File: src/rtl/writeback_unit_pkg.sv
// writeback_unit_pkg
//   Shared widths, defaults and state encoding for the writeback stage.
//   WB_DSIZE   : default data width
//   WB_ASIZE   : default register address width
//   WB_TIMEOUT : default number of LOAD_WAIT cycles before a load is abandoned
package writeback_unit_pkg;

  localparam int WB_DSIZE   = 16;
  localparam int WB_ASIZE   = 4;
  localparam int WB_TIMEOUT = 15;

  typedef enum logic {
    WB_IDLE  = 1'b0,
    WB_LWAIT = 1'b1
  } wb_state_t;

  // A write is dropped only when the zero register is read-only and targeted.
  function automatic logic wb_write_allowed(input logic zero_reg_ro, input logic rd_is_zero);
    return !(zero_reg_ro && rd_is_zero);
  endfunction

endpackage

File: src/rtl/writeback_unit_timer.sv
// wb_timeout_timer
//   8-bit up-counter measuring how long a load has been outstanding.
//   clk    : clock, rising edge
//   rst    : asynchronous reset, active-low
//   clear  : restart the count at 0 (has priority over enable)
//   enable : advance the count by one
//   expire : count has reached TIMEOUT-1 (combinational)
module wb_timeout_timer #(
  parameter int TIMEOUT = 15
) (
  input  logic clk,
  input  logic rst,
  input  logic clear,
  input  logic enable,
  output logic expire
);

  localparam logic [7:0] LAST = 8'(TIMEOUT - 1);

  logic [7:0] count;

  always_ff @(posedge clk or negedge rst) begin
    if (!rst) begin
      count <= 8'd0;
    end else if (clear) begin
      count <= 8'd0;
    end else if (enable) begin
      count <= count + 8'd1;
    end
  end

  assign expire = (count == LAST);

endmodule

File: src/rtl/writeback_unit.sv
// writeback_unit
//   Final pipeline stage: retires ALU results and load data into the register
//   file write port. All write-port outputs are registered.
//   clk, rst                      : clock (rising edge), async reset (active-low)
//   in_valid / in_ready           : MEM-stage handshake (in_ready = state is IDLE)
//   in_regwrite, in_load, in_rd,
//   in_alu                        : instruction fields
//   dmem_rvalid, dmem_rdata       : load response (one-cycle pulse)
//   wen, waddr, wdata             : registered regfile write port
//   load_err                      : one-cycle pulse when a load times out
//   retire_cnt                    : number of cycles with wen=1, modulo 2^16
//
//   state     | meaning
//   ----------+-----------------------------------------------
//   WB_IDLE   | ready for a new instruction
//   WB_LWAIT  | load accepted, waiting for dmem_rvalid or timeout
module writeback_unit
  import writeback_unit_pkg::*;
#(
  parameter int DSIZE       = WB_DSIZE,
  parameter int ASIZE       = WB_ASIZE,
  parameter int TIMEOUT     = WB_TIMEOUT,
  parameter int ZERO_REG_RO = 0
) (
  input  logic             clk,
  input  logic             rst,
  input  logic             in_valid,
  output logic             in_ready,
  input  logic             in_regwrite,
  input  logic             in_load,
  input  logic [ASIZE-1:0] in_rd,
  input  logic [DSIZE-1:0] in_alu,
  input  logic             dmem_rvalid,
  input  logic [DSIZE-1:0] dmem_rdata,
  output logic             wen,
  output logic [ASIZE-1:0] waddr,
  output logic [DSIZE-1:0] wdata,
  output logic             load_err,
  output logic [15:0]      retire_cnt
);

  localparam logic ZRO = (ZERO_REG_RO != 0);

  wb_state_t        state;
  logic [ASIZE-1:0] rd_held;
  logic             accept;
  logic             alu_accept;
  logic             load_accept;
  logic             timer_en;
  logic             expire;

  assign in_ready    = (state == WB_IDLE);
  assign accept      = in_valid & in_ready;
  assign alu_accept  = accept & in_regwrite & ~in_load;
  // A load that does not write a register has nothing to wait for.
  assign load_accept = accept & in_regwrite & in_load;
  assign timer_en    = (state == WB_LWAIT) & ~dmem_rvalid;

  wb_timeout_timer #(.TIMEOUT(TIMEOUT)) u_timer (
    .clk    (clk),
    .rst    (rst),
    .clear  (load_accept),
    .enable (timer_en),
    .expire (expire)
  );

  always_ff @(posedge clk or negedge rst) begin
    if (!rst) begin
      state      <= WB_IDLE;
      rd_held    <= '0;
      wen        <= 1'b0;
      waddr      <= '0;
      wdata      <= '0;
      load_err   <= 1'b0;
      retire_cnt <= 16'd0;
    end else begin
      wen        <= 1'b0;
      load_err   <= 1'b0;
      // Counts the registered wen, so the count trails the write by a cycle.
      retire_cnt <= retire_cnt + 16'(wen);
      case (state)
        WB_IDLE: begin
          if (alu_accept) begin
            if (wb_write_allowed(ZRO, in_rd == '0)) begin
              wen   <= 1'b1;
              waddr <= in_rd;
              wdata <= in_alu;
            end
          end else if (load_accept) begin
            rd_held <= in_rd;
            state   <= WB_LWAIT;
          end
        end
        WB_LWAIT: begin
          // Response arriving in the expiry cycle still wins over the timeout.
          if (dmem_rvalid) begin
            if (wb_write_allowed(ZRO, rd_held == '0)) begin
              wen   <= 1'b1;
              waddr <= rd_held;
              wdata <= dmem_rdata;
            end
            state <= WB_IDLE;
          end else if (expire) begin
            load_err <= 1'b1;
            state    <= WB_IDLE;
          end
        end
        default: state <= WB_IDLE;
      endcase
    end
  end

endmodule

File: config.mk
export PLATFORM = sky130hd
export DESIGN_NAME = writeback_unit
export DESIGN_NICKNAME = d
export VERILOG_FILES = /design/src/rtl/writeback_unit_pkg.sv /design/src/rtl/writeback_unit_timer.sv /design/src/rtl/writeback_unit.sv
export SDC_FILE = /design/constraint.sdc
export NUM_CORES = 1
export LEC_CHECK = 0
export BUFFER_PORTS_ARGS = -buffer_cell sky130_fd_sc_hd__buf_2
export CAP_MARGIN = 20
export CORE_AREA = 4 4 79 81
export DETAILED_ROUTE_END_ITERATION = 6
export DIE_AREA = 0 0 83 85
export GPL_TIMING_DRIVEN = 0
export HOLD_SLACK_MARGIN = 0.08
export PLACE_DENSITY = 0.76
export SKIP_LAST_GASP = 1
export SYNTH_ARGS = -nofsm -noshare
export SYNTH_HDL_FRONTEND = slang
export SYNTH_SLANG_ARGS = --single-unit
File: constraint.sdc
create_clock -name clk -period 1.8 [get_ports clk]
set_input_delay 0.09 -clock clk [delete_from_list [all_inputs] [get_ports clk]]
set_output_delay 0.09 -clock clk [all_outputs]
set_load 0.1 [all_outputs]
==> out/results.txt, run 1 <==
vias in the first global route - 1855
routed via count - 1733
post-synthesis register bit count - 51
drt drc - 0
status - finished clean
gpl congestion - 0.7745
max-cap violation count - 0
Final Cell Area - 0.003099 mm2
worst r2r path cells - 5
die height - 85 um
total power - 4.563 mW
initial antenna violation count - 0
final wirelength - 4870 um
Max-Slew Margin vs Limit - 61.31%
Cell Area, Synth - 0.002411 mm2
Crit-path slowest cell - dfrtp_1
Synthesis Warnings - 0
Tcrit/Tclk final - 88.74%
Least-Margin Pin Slew - 0.5804 ns
CP endpoint kind - register
syn_nets - 235
PnR worst setup slack - 0.2028 ns
total gr overflow - 0
Final ANT Viol Nets - 0
TritonCTS clock tree - done
Netlist cell types - 32
register area share after synthesis - 52.93%
max-slew violations - 0
HP Class - input port to register
core footprint - 0.005473 mm2
share of cells above drive strength 1 - 54.61%
final hold violations - 0
detailed placement HPWL - 3663 um
die width - 83 um
final core utilization - 56.63%
first-pass GRT wire length - 8631 um
setup slack, reg-to-reg - 0.20 ns
area growth from synthesis to layout - 28.54%
# placed instances - 341
Area after DPL - 0.002937 mm2
WP data arrival - 1.83 ns
HP Start - dmem_rvalid
worst-path fanout max - 4
clock slew at reported path FFs - 0.09 ns
P_leak - 1.504 nW
Max Buffers Root-to-Sink - 2
Fin Setup TNS - 0 ns
cell count after synthesis - 188
ANT cells - 0
FMAX - 0.6261 GHz
Initial Utilization - 44.06%
TritonCTS buffer count - 5
Root Driver - clkbuf_8
row count - 27
GRT Overall Usage - 14.82%
PD cells - 1472 mW/mm2
Total Nets Final - 328
PortBufs - 80
Clock Latency Late Sink - 0.30 ns
initial drt markers - 59
Placement Setup Slack - 0.2232 ns
Bufs and invs on worst path - 1
Crit path required time - 2.03 ns
Hold Path Stages - 3
slowest stage delay, CP - 0.43 ns
Sink Count - 51
Worst R2R Start - u_timer.count[0]
full die area - 0.007055 mm2
critical path class - register to register
largest net degree at the start of global routing - 29
non-filler cells in the finished layout - 354
First-pass DRT Iterations - 3
RSZ-0062 raised after global routing - false
worst flop-to-flop path endpoint - load_err
worst hold slack - 0.1357 ns
average size of a mapped cell - 12.82 um2
Via density - 4.895
most frequent cells in the layout - buf_2 (83), mux2_2 (41), dfrtp_1 (41)
WHS Endpoint - state
maximum vdd drop - 0.0008528 V
CP Cell Sequence - inv_1 -> ha_1 -> or3b_2 -> nor4_1 -> and2_1
most common cell after layout, fill and taps aside - buf_2
H-tree depth - 2
Critical Path Start Type - register
setup repair bufs after CTS - 0
cell family with most CP delay - simple AND/OR/NAND/NOR gates
Worst Skew - 0.007384 ns
final-report setup violation count - 0
minimum clock period - 1.597 ns
routed len/inst - 13.76 um
Boundary Pins - 81
area by class of cell:
type                    instances  area (um2)
fillers                       485        2374
flip-flops and latches         51        1291
multi-input cells             123        1049
repair buffers                 86       470.5
well taps                      72       90.09
clock buffers                   5       68.82
plain buffers                   7       60.06
clock inverters                 3       43.79
inverters                       7       26.28
cells by family (layout without fill, tap and decap cells):
family	count (synthesis)	after routing	share of synthesized area [%]
mux	44	44	21.02
buf+inv	14	108	3.580
simple gates	45	45	10.59
fa+ha+maj	5	5	2.595
flops	51	51	52.93
compound gates	13	13	3.477
xor+xnor	16	16	5.812
repair_timing:
action	in CTS	in global routing
hold buffers	5	0
resized for setup	0	0
endpoints found under the hold margin	27	0
power breakdown:
group          switching, mW  leakage [nW]  total (mW)  internal (mW)
registers              0.186         0.633        1.59           1.40
logic                   1.74         0.814        2.18          0.444
clock network          0.383        0.0581       0.798          0.414
total                   2.30          1.50        4.56           2.26
how the worst max path moves through the flow:
| stage | slack (ns) | cells after the start | to | from |
|---|---|---|---|---|
| after floorplan | 0.00001 | 5 | retire_cnt[12] | wen |
| after global routing | 0.07 | 5 | retire_cnt[14] | retire_cnt[0] |
| final | 0.20 | 5 | load_err | u_timer.count[0] |
| after CTS | 0.20 | 5 | load_err | u_timer.count[0] |
| after detailed placement | 0.22 | 5 | load_err | u_timer.count[0] |
| after global placement | 0.21 | 5 | load_err | u_timer.count[0] |
worst reg2reg max path, stage by stage (launching register included):
cell and delay [ns]:
dfrtp_1 0.43, inv_1 0.07, ha_1 0.12, or3b_2 0.43
nor4_1 0.28, and2_1 0.21
sequential cells by signal (all words and copies together) (netlist names):
register and count:
wdata 16, retire_cnt 16, u_timer.count 8, wen 1
waddr 4, load_err 1, state 1, rd_held 4
cells in the mapped netlist:
master    number  share of area [%]
o21bai_1       1               0.31
nand4b_1       1               0.36
and2_1         1               0.26
nor3_1         4               0.83
buf_2          3               0.62
a32oi_2        1               0.67
o21ai_0        4               0.83
nand2b_1       1               0.26
xnor2_1        6                2.2
and2b_1        1               0.31
ha_1           5                2.6
a211oi_1       1               0.31
and4_1         1               0.36
mux2_2        41                 19
inv_1          6               0.93
nand3b_1       1               0.31
nand3_2        1               0.42
or3b_2         1               0.36
o31ai_1        1               0.31
nand2_1        5               0.78
nand4_1        4                1.0
nand3_1        7                1.5
dfrtp_1       51                 53
mux2_4         3                1.9
a21oi_1        5                1.0
xor2_1        10                3.6
nor2_1         6               0.93
inv_2          1               0.16
nor4_1         6                1.6
or4_1          1               0.31
buf_6          4                1.9
or3_1          4                1.0
metal layers:
layer  share of wire, %  vias up  global-route usage (%)
li1                   -      848                       -
met1                 44      827                   17.94
met2                 48       52                   25.58
met3                6.8        6                   4.660
met4                1.3        0                   4.012
met5                  0        -                       0
Note: power is estimated with default switching activity, not from simulation.
==> run 2, diff against run 1 <==
--- a/config.mk
+++ b/config.mk
@@ -8,11 +8,12 @@
 export BUFFER_PORTS_ARGS = -buffer_cell sky130_fd_sc_hd__buf_2
 export CAP_MARGIN = 20
 export CORE_AREA = 4 4 79 81
+export CTS_CLUSTER_SIZE = 25
 export DETAILED_ROUTE_END_ITERATION = 6
 export DIE_AREA = 0 0 83 85
 export GPL_TIMING_DRIVEN = 0
 export HOLD_SLACK_MARGIN = 0.08
-export PLACE_DENSITY = 0.76
+export PLACE_DENSITY = 0.77
 export SKIP_LAST_GASP = 1
 export SYNTH_ARGS = -nofsm -noshare
 export SYNTH_HDL_FRONTEND = slang
==> run 2 against run 1 <==
Sequential cell count unchanged. Wire length increased by 2.9%. Final cell count unchanged. Fmax decreased by 3.3%. Register-to-register slack got worse by 0.05 ns. Setup slack got worse by 0.055 ns. Hold slack improved by 0.0078 ns. Non-clock buffer count unchanged. Clock power decreased by 17%. Sequential power about the same. Core utilization decreased by 0.46 points. Global-route usage increased by 0.19 points. Highest routed layer unchanged.
==> out/results.txt, run 2 (synthesized netlist as in run 1, its figures left out) <==
status - finished clean (unchanged)
Max-Slew Margin vs Limit - 65.66% (was 61.31%)
row count - 27 (unchanged)
Clock Latency Late Sink - 0.31 ns (was 0.30 ns)
minimum clock period - 1.652 ns (was 1.597 ns)
vias in the first global route - 1824 (was 1855)
largest net degree at the start of global routing - 41 (was 29)
FMAX - 0.6053 GHz (was 0.6261 GHz)
CTS resizes - 0 (unchanged)
HP Class - input port to register (unchanged)
Fin Setup TNS - 0 ns (unchanged)
Critical Path Stages - 5 (unchanged)
detailed placement HPWL - 3768 um (was 3663 um)
TritonCTS buffer count - 5 (unchanged)
final hold violations - 0 (unchanged)
max-cap violation count - 0 (unchanged)
clock slew at reported path FFs - 0.09 ns (about the same)
setup slack, reg-to-reg - 0.15 ns (was 0.20 ns)
routed len/inst - 14.16 um (was 13.76 um)
setup repair bufs after CTS - 0 (unchanged)
P_leak - 1.494 nW (was 1.504 nW)
total gr overflow - 0 (unchanged)
Boundary Pins - 81 (unchanged)
final wirelength - 5011 um (was 4870 um)
cell family with most CP delay - simple AND/OR/NAND/NOR gates (unchanged)
Crit path required time - 2.04 ns (was 2.03 ns)
core footprint - 0.005473 mm2 (unchanged)
TritonCTS clock tree - done (unchanged)
initial drt markers - 34 (was 59)
die height - 85 um (unchanged)
critical path class - register to register (unchanged)
PD cells - 1446 mW/mm2 (was 1472 mW/mm2)
final-report setup violation count - 0 (unchanged)
most frequent cells in the layout - buf_2 (83), mux2_2 (41), dfrtp_1 (41) (unchanged)
share of cells above drive strength 1 - 54.61% (unchanged)
area growth from synthesis to layout - 27.50% (was 28.54%)
die width - 83 um (unchanged)
worst-path fanout max - 4 (unchanged)
Final ANT Viol Nets - 0 (unchanged)
Initial Utilization - 44.06% (unchanged)
Crit-path slowest cell - dfrtp_1 (unchanged)
Via density - 5.003 (was 4.895)
GRT Overall Usage - 15.01% (was 14.82%)
Bufs and invs on worst path - 1 (unchanged)
most common cell after layout, fill and taps aside - buf_2 (unchanged)
slowest stage delay, CP - 0.44 ns (was 0.43 ns)
Max Buffers Root-to-Sink - 2 (unchanged)
drt drc - 0 (unchanged)
Critical Path Start Type - register (unchanged)
H-tree depth - 2 (unchanged)
Tcrit/Tclk final - 91.78% (was 88.74%)
max-slew violations - 0 (unchanged)
Root Driver - clkbuf_8 (unchanged)
Sink Count - 51 (unchanged)
Total Nets Final - 328 (unchanged)
RSZ-0062 raised after global routing - false (unchanged)
first-pass GRT wire length - 8680 um (was 8631 um)
maximum vdd drop - 0.0007886 V (was 0.0008528 V)
Hold Path Stages - 3 (unchanged)
PortBufs - 80 (unchanged)
gpl congestion - 0.7834 (was 0.7745)
full die area - 0.007055 mm2 (unchanged)
Worst Skew - 0.01171 ns (was 0.007384 ns)
fill count - 488 (was 485)
final core utilization - 56.17% (was 56.63%)
worst r2r path cells - 5 (unchanged)
routed via count - 1771 (was 1733)
top flop regs - retire_cnt (16), wdata (16), u_timer.count (8) (unchanged)
ANT cells - 0 (unchanged)
WP data arrival - 1.89 ns (was 1.83 ns)
CP endpoint kind - register (unchanged)
Least-Margin Pin Slew - 0.5186 ns (was 0.5804 ns)
CP Cell Sequence - inv_1 -> ha_1 -> or3b_2 -> nor4_1 -> and2_1 (unchanged)
First-pass DRT Iterations - 4 (was 3)
initial antenna violation count - 0 (unchanged)
-- run 2: cell count changes in the layout (fill, tap and decap cells not counted) --
cell       previous run  this run
clkinv_4              1         0
clkinv_2              1         2
inv_6                 0         1
bufinv_16             1         0
-- run 2: area by class of cell --
cell class / instances / area (um2) / area share (%)
buffer: 7 / 60.06 / 1.954
clock buffer: 5 / 68.82 / 2.239
clock inverter: 3 / 18.77 / 0.6105
inverter: 7 / 26.28 / 0.8547
multi-input combinational: 123 / 1049 / 34.11
sequential: 51 / 1291 / 42.00
tap: 72 / 90.09 / 2.930
timing repair buffer: 86 / 470.5 / 15.30
-- run 2: worst paths after layout --
path / start / end
min in group asynchronous: rst / retire_cnt[9]
max in group asynchronous: rst / retire_cnt[0]
setup reg to reg: u_timer.count[0] / load_err
hold reg to reg: retire_cnt[15] / retire_cnt[15]
setup / recovery: u_timer.count[0] / load_err
hold / removal: in_alu[1] / wdata[1]
-- run 2: metal layers --
metal	up-vias	routed length [um]	part of all wire, %	track usage [%]
met5	-	0	0	0
met4	0	57	1.1	4.012
met3	6	313	6.2	4.757
met2	51	2427	48	25.07
met1	863	2213	44	18.90
li1	851	-	-	-
-- run 2: worst register-to-register path: cells and delay by family (launching register included) --
kind	cells	cell delay (ns)
AND/OR/NAND/NOR	3	0.94
buffers and inverters	1	0.08
flip-flops	1	0.44
adder cells (fa/ha/maj)	1	0.13
-- run 2: power by group --
part | total (mW) | switching [mW] | internal [mW] | leakage [nW]
Clock | 0.665 | 0.391 | 0.275 | 0.0483
Combinational | 2.19 | 1.75 | 0.445 | 0.814
Sequential | 1.59 | 0.188 | 1.40 | 0.633
Total | 4.45 | 2.33 | 2.12 | 1.49
-- run 2: timing repair --
| action | 4_1_cts | 5_1_grt |
|---|---|---|
| hold buffers | 5 | 0 |
| endpoints found under the setup margin | 0 | 0 |
| endpoints found under the hold margin | 55 | 0 |
-- run 2: metrics by stage --
step	hold slack (ns)	instance area, um2	worst slack [ns]	cells	total power, mW
after CTS	0.1298	3074	0.1644	354	4.485
after detailed placement	-0.0006748	2937	0.1934	341	3.811
after global placement	0.3393	2917	0.2106	340	3.760
after global routing	0.1341	3074	0.04268	354	4.643
after floorplan	-0.2056	2426	0.00001366	188	3.404
final	0.1435	3074	0.1479	354	4.446
==> run 3, diff against run 2 <==
--- a/config.mk
+++ b/config.mk
@@ -7,13 +7,13 @@
 export LEC_CHECK = 0
 export BUFFER_PORTS_ARGS = -buffer_cell sky130_fd_sc_hd__buf_2
 export CAP_MARGIN = 20
-export CORE_AREA = 4 4 79 81
+export CORE_AREA = 4 4 75 77
 export CTS_CLUSTER_SIZE = 25
 export DETAILED_ROUTE_END_ITERATION = 6
-export DIE_AREA = 0 0 83 85
+export DIE_AREA = 0 0 79 81
 export GPL_TIMING_DRIVEN = 0
 export HOLD_SLACK_MARGIN = 0.08
-export PLACE_DENSITY = 0.77
+export PLACE_DENSITY = 0.84
 export SKIP_LAST_GASP = 1
 export SYNTH_ARGS = -nofsm -noshare
 export SYNTH_HDL_FRONTEND = slang
==> run 3 against run 2 <==
Design area increased by 1.0%. Power increased by 3.9%. Non-clock buffer count unchanged. Critical endpoint unchanged. Highest routed layer unchanged.
==> out/results.txt, run 3 (synthesized netlist as in run 1, its figures left out) <==
status - finished clean (unchanged)
top flop regs - retire_cnt (16), wdata (16), u_timer.count (8) (unchanged)
die height - 81 um (was 85 um)
Boundary Pins - 81 (unchanged)
Register Area - 0.001291 mm2 (unchanged)
ANT cells - 0 (unchanged)
total gr overflow - 0 (unchanged)
Combinational Power Share - 47.3% (was 49.3%)
share of cells above drive strength 1 - 54.61% (unchanged)
fill count - 413 (was 488)
Initial Utilization - 48.13% (was 44.06%)
Sink Count - 51 (unchanged)
Switching Fraction - 50.14% (was 52.30%)
gpl congestion - 0.7722 (was 0.7834)
Tcrit/Tclk final - 88.79% (was 91.78%)
Least-Margin Pin Slew - 0.5624 ns (was 0.5186 ns)
GRT Overall Usage - 16.49% (was 15.01%)
most frequent cells in the layout - buf_2 (83), mux2_2 (41), dfrtp_1 (41) (unchanged)
RSZ-0062 raised after global routing - false (unchanged)
PortBufs - 80 (unchanged)
Max Buffers Root-to-Sink - 2 (unchanged)
Fin Setup TNS - 0 ns (unchanged)
area growth from synthesis to layout - 28.80% (was 27.50%)
top sig layer - met4 (unchanged)
TritonCTS clock tree - done (unchanged)
die width - 79 um (was 83 um)
PD cells - 1487 mW/mm2 (was 1446 mW/mm2)
max-slew violations - 0 (unchanged)
cell-internal power - 2.302 mW (was 2.121 mW)
Final ANT Viol Nets - 0 (unchanged)
final-report setup violation count - 0 (unchanged)
detailed placement HPWL - 3682 um (was 3768 um)
row count - 26 (was 27)
switching pwr - 2.315 mW (was 2.325 mW)
final hold violations - 0 (unchanged)
Root Driver - clkbuf_8 (unchanged)
met2 wire len - 2474 um (was 2427 um)
Crit path required time - 2.04 ns (about the same)
minimum clock period - 1.598 ns (was 1.652 ns)
clock share of power - 18.3% (was 15.0%)
WP data arrival - 1.84 ns (was 1.89 ns)
drt drc - 0 (unchanged)
setup slack, reg-to-reg - 0.20 ns (was 0.15 ns)
Critical Path Start Type - register (unchanged)
core footprint - 0.005010 mm2 (was 0.005473 mm2)
routed via count - 1784 (was 1771)
full die area - 0.006399 mm2 (was 0.007055 mm2)
max-cap violation count - 0 (unchanged)
maximum vdd drop - 0.0007464 V (was 0.0007886 V)
Final Cell Area - 0.003105 mm2 (was 0.003074 mm2)
first-pass GRT wire length - 8238 um (was 8680 um)
TritonCTS buffer count - 5 (unchanged)
Worst Skew - 0.01578 ns (was 0.01171 ns)
Crit-path slowest cell - or3b_2 (was dfrtp_1)
initial drt markers - 47 (was 34)
final wirelength - 4847 um (was 5011 um)
critical path class - register to register (unchanged)
P_leak - 1.508 nW (was 1.494 nW)
CP endpoint kind - register (unchanged)
most common cell after layout, fill and taps aside - buf_2 (unchanged)
H-tree depth - 2 (unchanged)
clock slew at reported path FFs - 0.10 ns (was 0.09 ns)
vias in the first global route - 1847 (was 1824)
Area after DPL - 0.002934 mm2 (was 0.002937 mm2)
routed len/inst - 13.77 um (was 14.16 um)
sequential share of power - 34.4% (was 35.7%)
area of the multi-input gates - 0.001049 mm2 (unchanged)
slowest stage delay, CP - 0.44 ns (about the same)
Via density - 5.068 (was 5.003)
met3 wire len - 298 um (was 313 um)
FMAX - 0.6257 GHz (was 0.6053 GHz)
Clock Latency Late Sink - 0.31 ns (about the same)
setup repair bufs after CTS - 0 (unchanged)
largest net degree at the start of global routing - 29 (was 41)
Total Nets Final - 328 (unchanged)
worst-path fanout max - 4 (unchanged)
HP Class - input port to register (unchanged)
met1 wire length - 2010 um (was 2213 um)
First-pass DRT Iterations - 4 (unchanged)
Max-Slew Margin vs Limit - 62.50% (was 65.66%)
CP Cell Sequence - inv_1 -> ha_1 -> or3b_2 -> nor4_1 -> and2_1 (unchanged)
initial antenna violation count - 0 (unchanged)
[run 3: path summary, 6_finish.rpt]
kind,from,to,cells after the start
max in group asynchronous,rst,state,3
worst min register to register,retire_cnt[15],retire_cnt[15],1
worst max-delay path,u_timer.count[0],load_err,5
worst min-delay path,dmem_rvalid,state,3
worst max register to register,u_timer.count[0],load_err,5
min in group asynchronous,rst,retire_cnt[10],2
[run 3: per-layer routing]
metal | vias up | global-route usage (%)
met5 | - | 0
met4 | 0 | 5.155
met3 | 6 | 4.989
met2 | 48 | 29.38
met1 | 872 | 19.07
li1 | 858 | -
[run 3: final cells by class]
| type | count | share of cell area [%] |
|---|---|---|
| clock buffer | 6 | 2.659 |
| inverter | 7 | 0.8461 |
| sequential | 51 | 41.58 |
| buffer | 7 | 1.934 |
| timing repair buffer | 86 | 15.15 |
| clock inverter | 2 | 1.249 |
| multi-input combinational | 123 | 33.76 |
| tap | 70 | 2.820 |
[run 3: metrics by stage]
| step | std cells | power, mW | utilization (%) | setup WS (ns) | hold WS (ns) |
|---|---|---|---|---|---|
| after floorplan | 188 | 3.404 | - | 0.00001366 | -0.2056 |
| after CTS | 352 | 4.662 | 61.99 | 0.2002 | 0.1263 |
| after global placement | 338 | 3.754 | 58.17 | 0.2406 | 0.3368 |
| after global routing | 352 | 4.807 | 61.99 | 0.1427 | 0.1255 |
| final | 352 | 4.617 | 61.99 | 0.2017 | 0.1333 |
| after detailed placement | 339 | 3.800 | 58.57 | 0.2302 | 0.1213 |
[run 3: power by group through the flow]
stage | sequential, mW | combinational [mW] | clock [mW]
6_report | 1.59 | 2.18 | 0.847
5_1_grt | 1.63 | 2.26 | 0.916
4_1_cts | 1.59 | 2.20 | 0.872
3_5_place_dp | 1.61 | 2.19 | 0
3_3_place_gp | 1.59 | 2.16 | 0
2_1_floorplan | 3.01 | 0.392 | 0
[run 3: critical path, delay by kind of cell, from the launching register on]
family,cells,cell delay (ns)
and+or+nand+nor,3,0.90
DFF,1,0.43
buffers and inverters,1,0.07
adders and majority gates,1,0.13
[run 3: what timing repair did]
item / 4_1_cts / 5_1_grt
hold buffers: 5 / 0
gates resized for setup: 0 / 0
endpoints found under the hold margin: 27 / 0
endpoints found under the setup margin: 0 / 0
